**config.mk**
```make
export PLATFORM = sky130hd
export DESIGN_NAME = cla_pipe_adder
export DESIGN_NICKNAME = d
export VERILOG_FILES = /design/src/rtl/cla_pkg.sv /design/src/rtl/cla_block_gp.sv /design/src/rtl/cla_pipe_adder.sv
export SDC_FILE = /design/constraint.sdc
export NUM_CORES = 1
export LEC_CHECK = 0
export ABC_AREA = 1
export CORE_AREA = 2 2 87 89
export DETAILED_ROUTE_END_ITERATION = 6
export DIE_AREA = 0 0 89 91
export DONT_BUFFER_PORTS = 1
export PLACE_DENSITY = 0.53
export SKIP_CTS_REPAIR_TIMING = 1
export SLEW_MARGIN = 10
export SYNTH_ARGS = -nofsm -noshare
export SYNTH_HDL_FRONTEND = slang
export SYNTH_SLANG_ARGS = --single-unit
```
**constraint.sdc**
```tcl
create_clock -name clk -period 2.1 [get_ports clk]
set_clock_uncertainty 0.1 [all_clocks]
set_input_delay 0.63 -clock clk [delete_from_list [all_inputs] [get_ports clk]]
set_output_delay 0.63 -clock clk [all_outputs]
set_load 0.03 [all_outputs]
```
**src/rtl/cla_pkg.sv**
```systemverilog
// Shared constants and the lookahead carry function used by both the block
// cells and the second-level (inter-block) lookahead of cla_pipe_adder.
package cla_pkg;

  localparam int CLA_W_DEF   = 16;
  localparam int CLA_BLK_DEF = 4;
  localparam int CLA_NB_MAX  = 32;

  // Flattened sum-of-products form: c[k+1] = c0&P[0..k] | OR_j G[j]&P[j+1..k].
  function automatic logic [CLA_NB_MAX:0] cla_lookahead(
    input logic [CLA_NB_MAX-1:0] g,
    input logic [CLA_NB_MAX-1:0] p,
    input logic                  c0,
    input int                    nb
  );
    logic [CLA_NB_MAX:0] c;
    logic                term;
    c    = '0;
    c[0] = c0;
    for (int k = 0; k < nb; k++) begin
      term = c0;
      for (int j = 0; j <= k; j++) term = term & p[j];
      c[k+1] = term;
      for (int j = 0; j <= k; j++) begin
        term = g[j];
        for (int m = j + 1; m <= k; m++) term = term & p[m];
        c[k+1] = c[k+1] | term;
      end
    end
    return c;
  endfunction

endpackage

```
**src/rtl/cla_block_gp.sv**
```systemverilog
// One BLK-bit lookahead block: block propagate/generate plus the carry into
// every bit of the block for the given block carry-in.
module cla_block_gp
  import cla_pkg::*;
#(
  parameter int BLK = CLA_BLK_DEF
) (
  input  logic [BLK-1:0] p_i,
  input  logic [BLK-1:0] g_i,
  input  logic           cin_i,
  output logic           bp_o,
  output logic           bg_o,
  output logic [BLK-1:0] c_o
);

  logic [CLA_NB_MAX-1:0] p_ext;
  logic [CLA_NB_MAX-1:0] g_ext;
  logic [CLA_NB_MAX:0]   c_la;
  logic [CLA_NB_MAX:0]   g_la;
  logic                  unused_la;

  always_comb begin
    p_ext          = '0;
    g_ext          = '0;
    p_ext[BLK-1:0] = p_i;
    g_ext[BLK-1:0] = g_i;
    c_la           = cla_lookahead(g_ext, p_ext, cin_i, BLK);
    g_la           = cla_lookahead(g_ext, p_ext, 1'b0, BLK);
  end

  assign c_o       = c_la[BLK-1:0];
  assign bg_o      = g_la[BLK];
  assign bp_o      = &p_i;
  assign unused_la = ^{c_la[CLA_NB_MAX:BLK], g_la[CLA_NB_MAX:BLK+1], g_la[BLK-1:0]};

endmodule

```
**src/rtl/cla_pipe_adder.sv**
```systemverilog
// Two-stage pipelined two-level carry-lookahead adder/subtractor with a
// valid/ready stream interface and registered group PG/GG for cascading.
module cla_pipe_adder
  import cla_pkg::*;
#(
  parameter int W   = CLA_W_DEF,
  parameter int BLK = CLA_BLK_DEF
) (
  input  logic         clk,
  input  logic         rst,
  input  logic         in_valid,
  output logic         in_ready,
  input  logic [W-1:0] in_a,
  input  logic [W-1:0] in_b,
  input  logic         in_cin,
  input  logic         in_sub,
  output logic         out_valid,
  input  logic         out_ready,
  output logic [W-1:0] out_sum,
  output logic         out_cout,
  output logic         out_ovf,
  output logic         out_pg,
  output logic         out_gg
);

  localparam int NB = W / BLK;

  if ((W % BLK) != 0 || W < BLK || NB + 1 > CLA_NB_MAX || BLK + 1 > CLA_NB_MAX) begin : g_bad_width
    $error("cla_pipe_adder: W must be a non-zero multiple of BLK within lookahead limits");
  end

  logic          ready_s1, ready_s2;
  logic          vld_p1_q, vld_p2_q;
  logic [W-1:0]  b_eff;
  logic [W-1:0]  p_d, g_d;
  logic [NB-1:0] bp_d, bg_d;
  logic [W-1:0]  unused_s1_c;

  logic [W-1:0]  p_p1_q, g_p1_q;
  logic [NB-1:0] bp_p1_q, bg_p1_q;
  logic          c0_p1_q;

  logic [CLA_NB_MAX-1:0] bp_ext, bg_ext;
  logic [CLA_NB_MAX:0]   c_la, g_la;
  logic [NB:0]           cblk;
  logic [W-1:0]          carries;
  logic [NB-1:0]         unused_s2_bp, unused_s2_bg;
  logic                  unused_la;

  logic [W-1:0] sum_d, sum_p2_q;
  logic         cout_d, ovf_d, pg_d, gg_d;
  logic         cout_p2_q, ovf_p2_q, pg_p2_q, gg_p2_q;

  assign ready_s2 = !vld_p2_q || out_ready;
  assign ready_s1 = !vld_p1_q || ready_s2;
  assign in_ready = ready_s1;

  // ---- Stage 1: bit P/G and per-block BP/BG ----
  assign b_eff = in_sub ? ~in_b : in_b;
  assign p_d   = in_a ^ b_eff;
  assign g_d   = in_a & b_eff;

  for (genvar k = 0; k < NB; k++) begin : g_s1_blk
    cla_block_gp #(.BLK(BLK)) u_blk (
      .p_i  (p_d[k*BLK +: BLK]),
      .g_i  (g_d[k*BLK +: BLK]),
      .cin_i(1'b0),
      .bp_o (bp_d[k]),
      .bg_o (bg_d[k]),
      .c_o  (unused_s1_c[k*BLK +: BLK])
    );
  end

  always_ff @(posedge clk) begin
    if (in_valid && ready_s1) begin
      p_p1_q  <= p_d;
      g_p1_q  <= g_d;
      bp_p1_q <= bp_d;
      bg_p1_q <= bg_d;
      c0_p1_q <= in_sub | in_cin;
    end
  end

  // ---- Stage 2: block lookahead, in-block carries, sum and flags ----
  always_comb begin
    bp_ext         = '0;
    bg_ext         = '0;
    bp_ext[NB-1:0] = bp_p1_q;
    bg_ext[NB-1:0] = bg_p1_q;
    c_la           = cla_lookahead(bg_ext, bp_ext, c0_p1_q, NB);
    g_la           = cla_lookahead(bg_ext, bp_ext, 1'b0, NB);
    cblk           = c_la[NB:0];
  end

  assign unused_la = ^{c_la[CLA_NB_MAX:NB+1], g_la[CLA_NB_MAX:NB+1], g_la[NB-1:0]};

  for (genvar k = 0; k < NB; k++) begin : g_s2_blk
    cla_block_gp #(.BLK(BLK)) u_blk (
      .p_i  (p_p1_q[k*BLK +: BLK]),
      .g_i  (g_p1_q[k*BLK +: BLK]),
      .cin_i(cblk[k]),
      .bp_o (unused_s2_bp[k]),
      .bg_o (unused_s2_bg[k]),
      .c_o  (carries[k*BLK +: BLK])
    );
  end

  assign sum_d  = p_p1_q ^ carries;
  assign cout_d = cblk[NB];
  assign ovf_d  = carries[W-1] ^ cblk[NB];
  assign pg_d   = &bp_p1_q;
  assign gg_d   = g_la[NB];

  always_ff @(posedge clk) begin
    if (rst) begin
      sum_p2_q  <= '0;
      cout_p2_q <= 1'b0;
      ovf_p2_q  <= 1'b0;
      pg_p2_q   <= 1'b0;
      gg_p2_q   <= 1'b0;
    end else if (ready_s2 && vld_p1_q) begin
      sum_p2_q  <= sum_d;
      cout_p2_q <= cout_d;
      ovf_p2_q  <= ovf_d;
      pg_p2_q   <= pg_d;
      gg_p2_q   <= gg_d;
    end
  end

  always_ff @(posedge clk) begin
    if (rst) begin
      vld_p1_q <= 1'b0;
      vld_p2_q <= 1'b0;
    end else begin
      if (ready_s1) vld_p1_q <= in_valid;
      if (ready_s2) vld_p2_q <= vld_p1_q;
    end
  end

  assign out_valid = vld_p2_q;
  assign out_sum   = sum_p2_q;
  assign out_cout  = cout_p2_q;
  assign out_ovf   = ovf_p2_q;
  assign out_pg    = pg_p2_q;
  assign out_gg    = gg_p2_q;

endmodule

```
==> summary.txt <==
Critical path
  • CP max stage delay: 0.43 ns
  • Worst Path Arrival: 1.91 ns
  • Crit path launch type: register
  • Nature of the critical path endpoint: register
  • Critical Path RT: 2.22 ns
  • R2R setup slack: 0.31 ns
  • Crit path top cell by count: nand2_1
  • CP Cell Sequence: nand2_1 > nand2_1 > a31o_2 > ha_1 > nor2_1 > o21bai_1 > xor2_1 > o21ai_0 > inv_1
  • Crit path kind: reg2reg
  • Worst-path fanout max: 5
  • Slowest cell on the critical path: edfxtp_1

Synth
  • Post-synth top cells: edfxtp_1, nor2_1, nand2_1, inv_1, xor2_1
  • #FFs+latches synth: around 60
  • Number of synthesized flops with an enable pin: 37
  • Main synth FF type: edfxtp_1
  • Netlist cell types: 29
  • YS warnings: 0
  • Most common cell in the netlist: edfxtp_1
  • Synth top area cells: edfxtp_1, dfxtp_1, ha_1
  • Avg Cell Area, Syn: 10.4 sq um
  • Register area share after synthesis: 55.3%
  • Cell taking the most area after synthesis: edfxtp_1
  • Async set or reset register ratio after synthesis: 0%
  • Netlist Area Pre-Place: 2810 sq um
  • Share of the synthesized area in the top cell type: between 30 and 40%
  • Syn nets: about 330
  • Synth Instances: 270

STA
  • Slew Limit Fails: 0
  • Setup-failing EPs final: 0
  • Tcrit/Tclk final: around 85%
  • RSZ-0062 raised after global routing: no
  • Final setup TNS: 0 ns
  • Crit path time final: roughly 1.8 ns
  • F_max: 0.558 GHz
  • Final Hold Vio Count: 0
  • Slew margin rel.: 74.5%
  • Slew @ Worst Pin: approximately 0.38 ns
  • Final Worst Setup Slack: roughly 0.31 ns

Placement
  • Hpwl dp: 3.70 mm
  • Post-Place Cells: between 300 and 400
  • Port bufs: 0
  • Setup WS pre-CTS: ~0.3 ns
  • Global placement routability congestion: between 0.7 and 0.8

Global routing
  • Largest net degree at the start of global routing: 28
  • Vias in the first global route: approximately 1700
  • GRT Total Usage: 14.0%
  • Grt total ovfl: 0
  • Initial antenna violation count: 0
  • First-pass GRT wire length: between 8 and 9 mm

Power and ir drop
  • Design Power: 0.00266 W
  • Leak Pwr: 1.32 nW
  • Worst ir drop on vdd: 0.000272 V
  • Pwr dens: 863 nW/um^2

Finish
  • Layout Cells excl Fill: 382
  • Inserted Diodes: 0
  • Area grow syn2layout: 9.72%
  • Layout cells sized above 1: under 10%
  • Fin util: between 40% and 50%
  • # nets final: 336

Drt
  • DRC viols: 0
  • 1st-iter DRT viols: 93
  • Vias per cell: 4.63
  • Avg WL per Cell: 13.2 um
  • Post-DRT Antenna Nets: 0
  • First-pass DRT Iterations: 4
  • Via count: approximately 1800
  • Routed WL: 5.05 mm

Clock tree
  • CTS clk-pin slew, worst paths: 0.06 ns
  • Num Clock Sinks: 59
  • Cts bufs inserted: 9
  • Root Driver: clkbuf_8
  • Clk Latency, worst-skew pair: roughly 0.33 ns
  • Deepest clock path buffer count: 2
  • Htree depth: 3
  • CTS tree: done

Floorplan
  • Die width: ~90 um
  • Die Area: 8100 sq um
  • Rows: 31
  • Ports: 60
  • Area of the core: between 7000 and 8000 sq um
  • Die H: 91 um
  • Initial Util: 39.3%

Hold path
  • Worst hold path type: in2reg

Run status
  • Status: finished clean

Job
  • Max Cap Violations: 0
cell families (layout without fill, tap and decap cells):
kind of cell	Yosys count	in the layout	synth area share (%)
compound gates	43	43	8.56
xor+xnor	25	25	7.80
fa+ha+maj	20	20	8.92
buf+inv	37	50	6.15
flops	59	59	55.3
simple gates	86	86	13.3
cell usage in the layout (no fill, tap or decap):
| master | instances |
|---|---|
| a21o_1 | 1 |
| a21oi_1 | 15 |
| a31o_2 | 1 |
| a31oi_1 | 1 |
| buf_12 | 1 |
| buf_4 | 4 |
| clkbuf_1 | 3 |
| clkbuf_8 | 9 |
| clkinv_1 | 1 |
| clkinv_2 | 3 |
| clkinvlp_4 | 1 |
| dfxtp_1 | 22 |
| edfxtp_1 | 37 |
| ha_1 | 20 |
| inv_1 | 26 |
| inv_2 | 2 |
| nand2_1 | 32 |
| nand2_2 | 2 |
| nand3_1 | 7 |
| nand3_2 | 1 |
| nand4_1 | 3 |
| nor2_1 | 35 |
| nor2_2 | 2 |
| nor2_8 | 1 |
| nor3_1 | 1 |
| o211ai_1 | 3 |
| o21ai_0 | 15 |
| o21ai_1 | 3 |
| o21bai_1 | 4 |
| or2_1 | 1 |
| or2_2 | 1 |
| xnor2_1 | 1 |
| xor2_1 | 24 |
metrics by stage:
step           instance area [sq um]  hold WS [ns]
3_3_place_gp                    2930         0.407
5_1_grt                         3080         0.240
3_5_place_dp                    2930         0.413
6_report                        3080         0.267
2_1_floorplan                   2820         0.403
4_1_cts                         3080         0.247
worst paths after layout:
path | start | to | cells after the start
worst max-delay path | bp_p1_q[1] | out_sum[10] | 9
worst min-delay path | rst | vld_p1_q | 1
worst max register to register | bp_p1_q[1] | out_sum[10] | 9
worst min register to register | out_valid | out_valid | 2
power breakdown:
group / internal [W] / switching (W) / total (W)
registers: 0.00136 / 0.000125 / 0.00148
clock network: 0.000419 / 0.000410 / 0.000828
logic: 0.000149 / 0.000197 / 0.000346
layer usage:
metal | global-route usage, % | up-vias | wire, um
met4 | 5.97 | 0 | 79
met1 | 16.6 | 802 | 2210
li1 | - | 918 | -
met3 | 6.18 | 6 | 314
met2 | 21.6 | 44 | 2450
met5 | 0 | - | 0
sequential cells by signal, summed over array words and instances, names as in the netlist:
name	count
out_sum	16
p_p1_q	16
g_p1_q	12
bg_p1_q	4
bp_p1_q	4
c0_p1_q	1
out_cout	1
out_gg	1
out_ovf	1
out_pg	1
out_valid	1
vld_p1_q	1
worst max-delay path: cells and delay by family (launching register included):
| kind | cells | cell delay (ns) |
|---|---|---|
| compound gates | 3 | 0.47 |
| flops | 1 | 0.43 |
| fa+ha+maj | 1 | 0.19 |
| buf+inv | 1 | 0.05 |
| simple gates | 3 | 0.30 |
| xor+xnor | 1 | 0.15 |
area by class of cell:
class,count,area (sq um)
fillers,736,4060
flip-flops and latches,59,1550
multi-input cells,174,1090
clock buffers,12,135
well taps,99,124
inverters,29,113
repair buffers,5,50.0
clock inverters,4,18.8
Note: power is estimated with default switching activity, not from simulation.
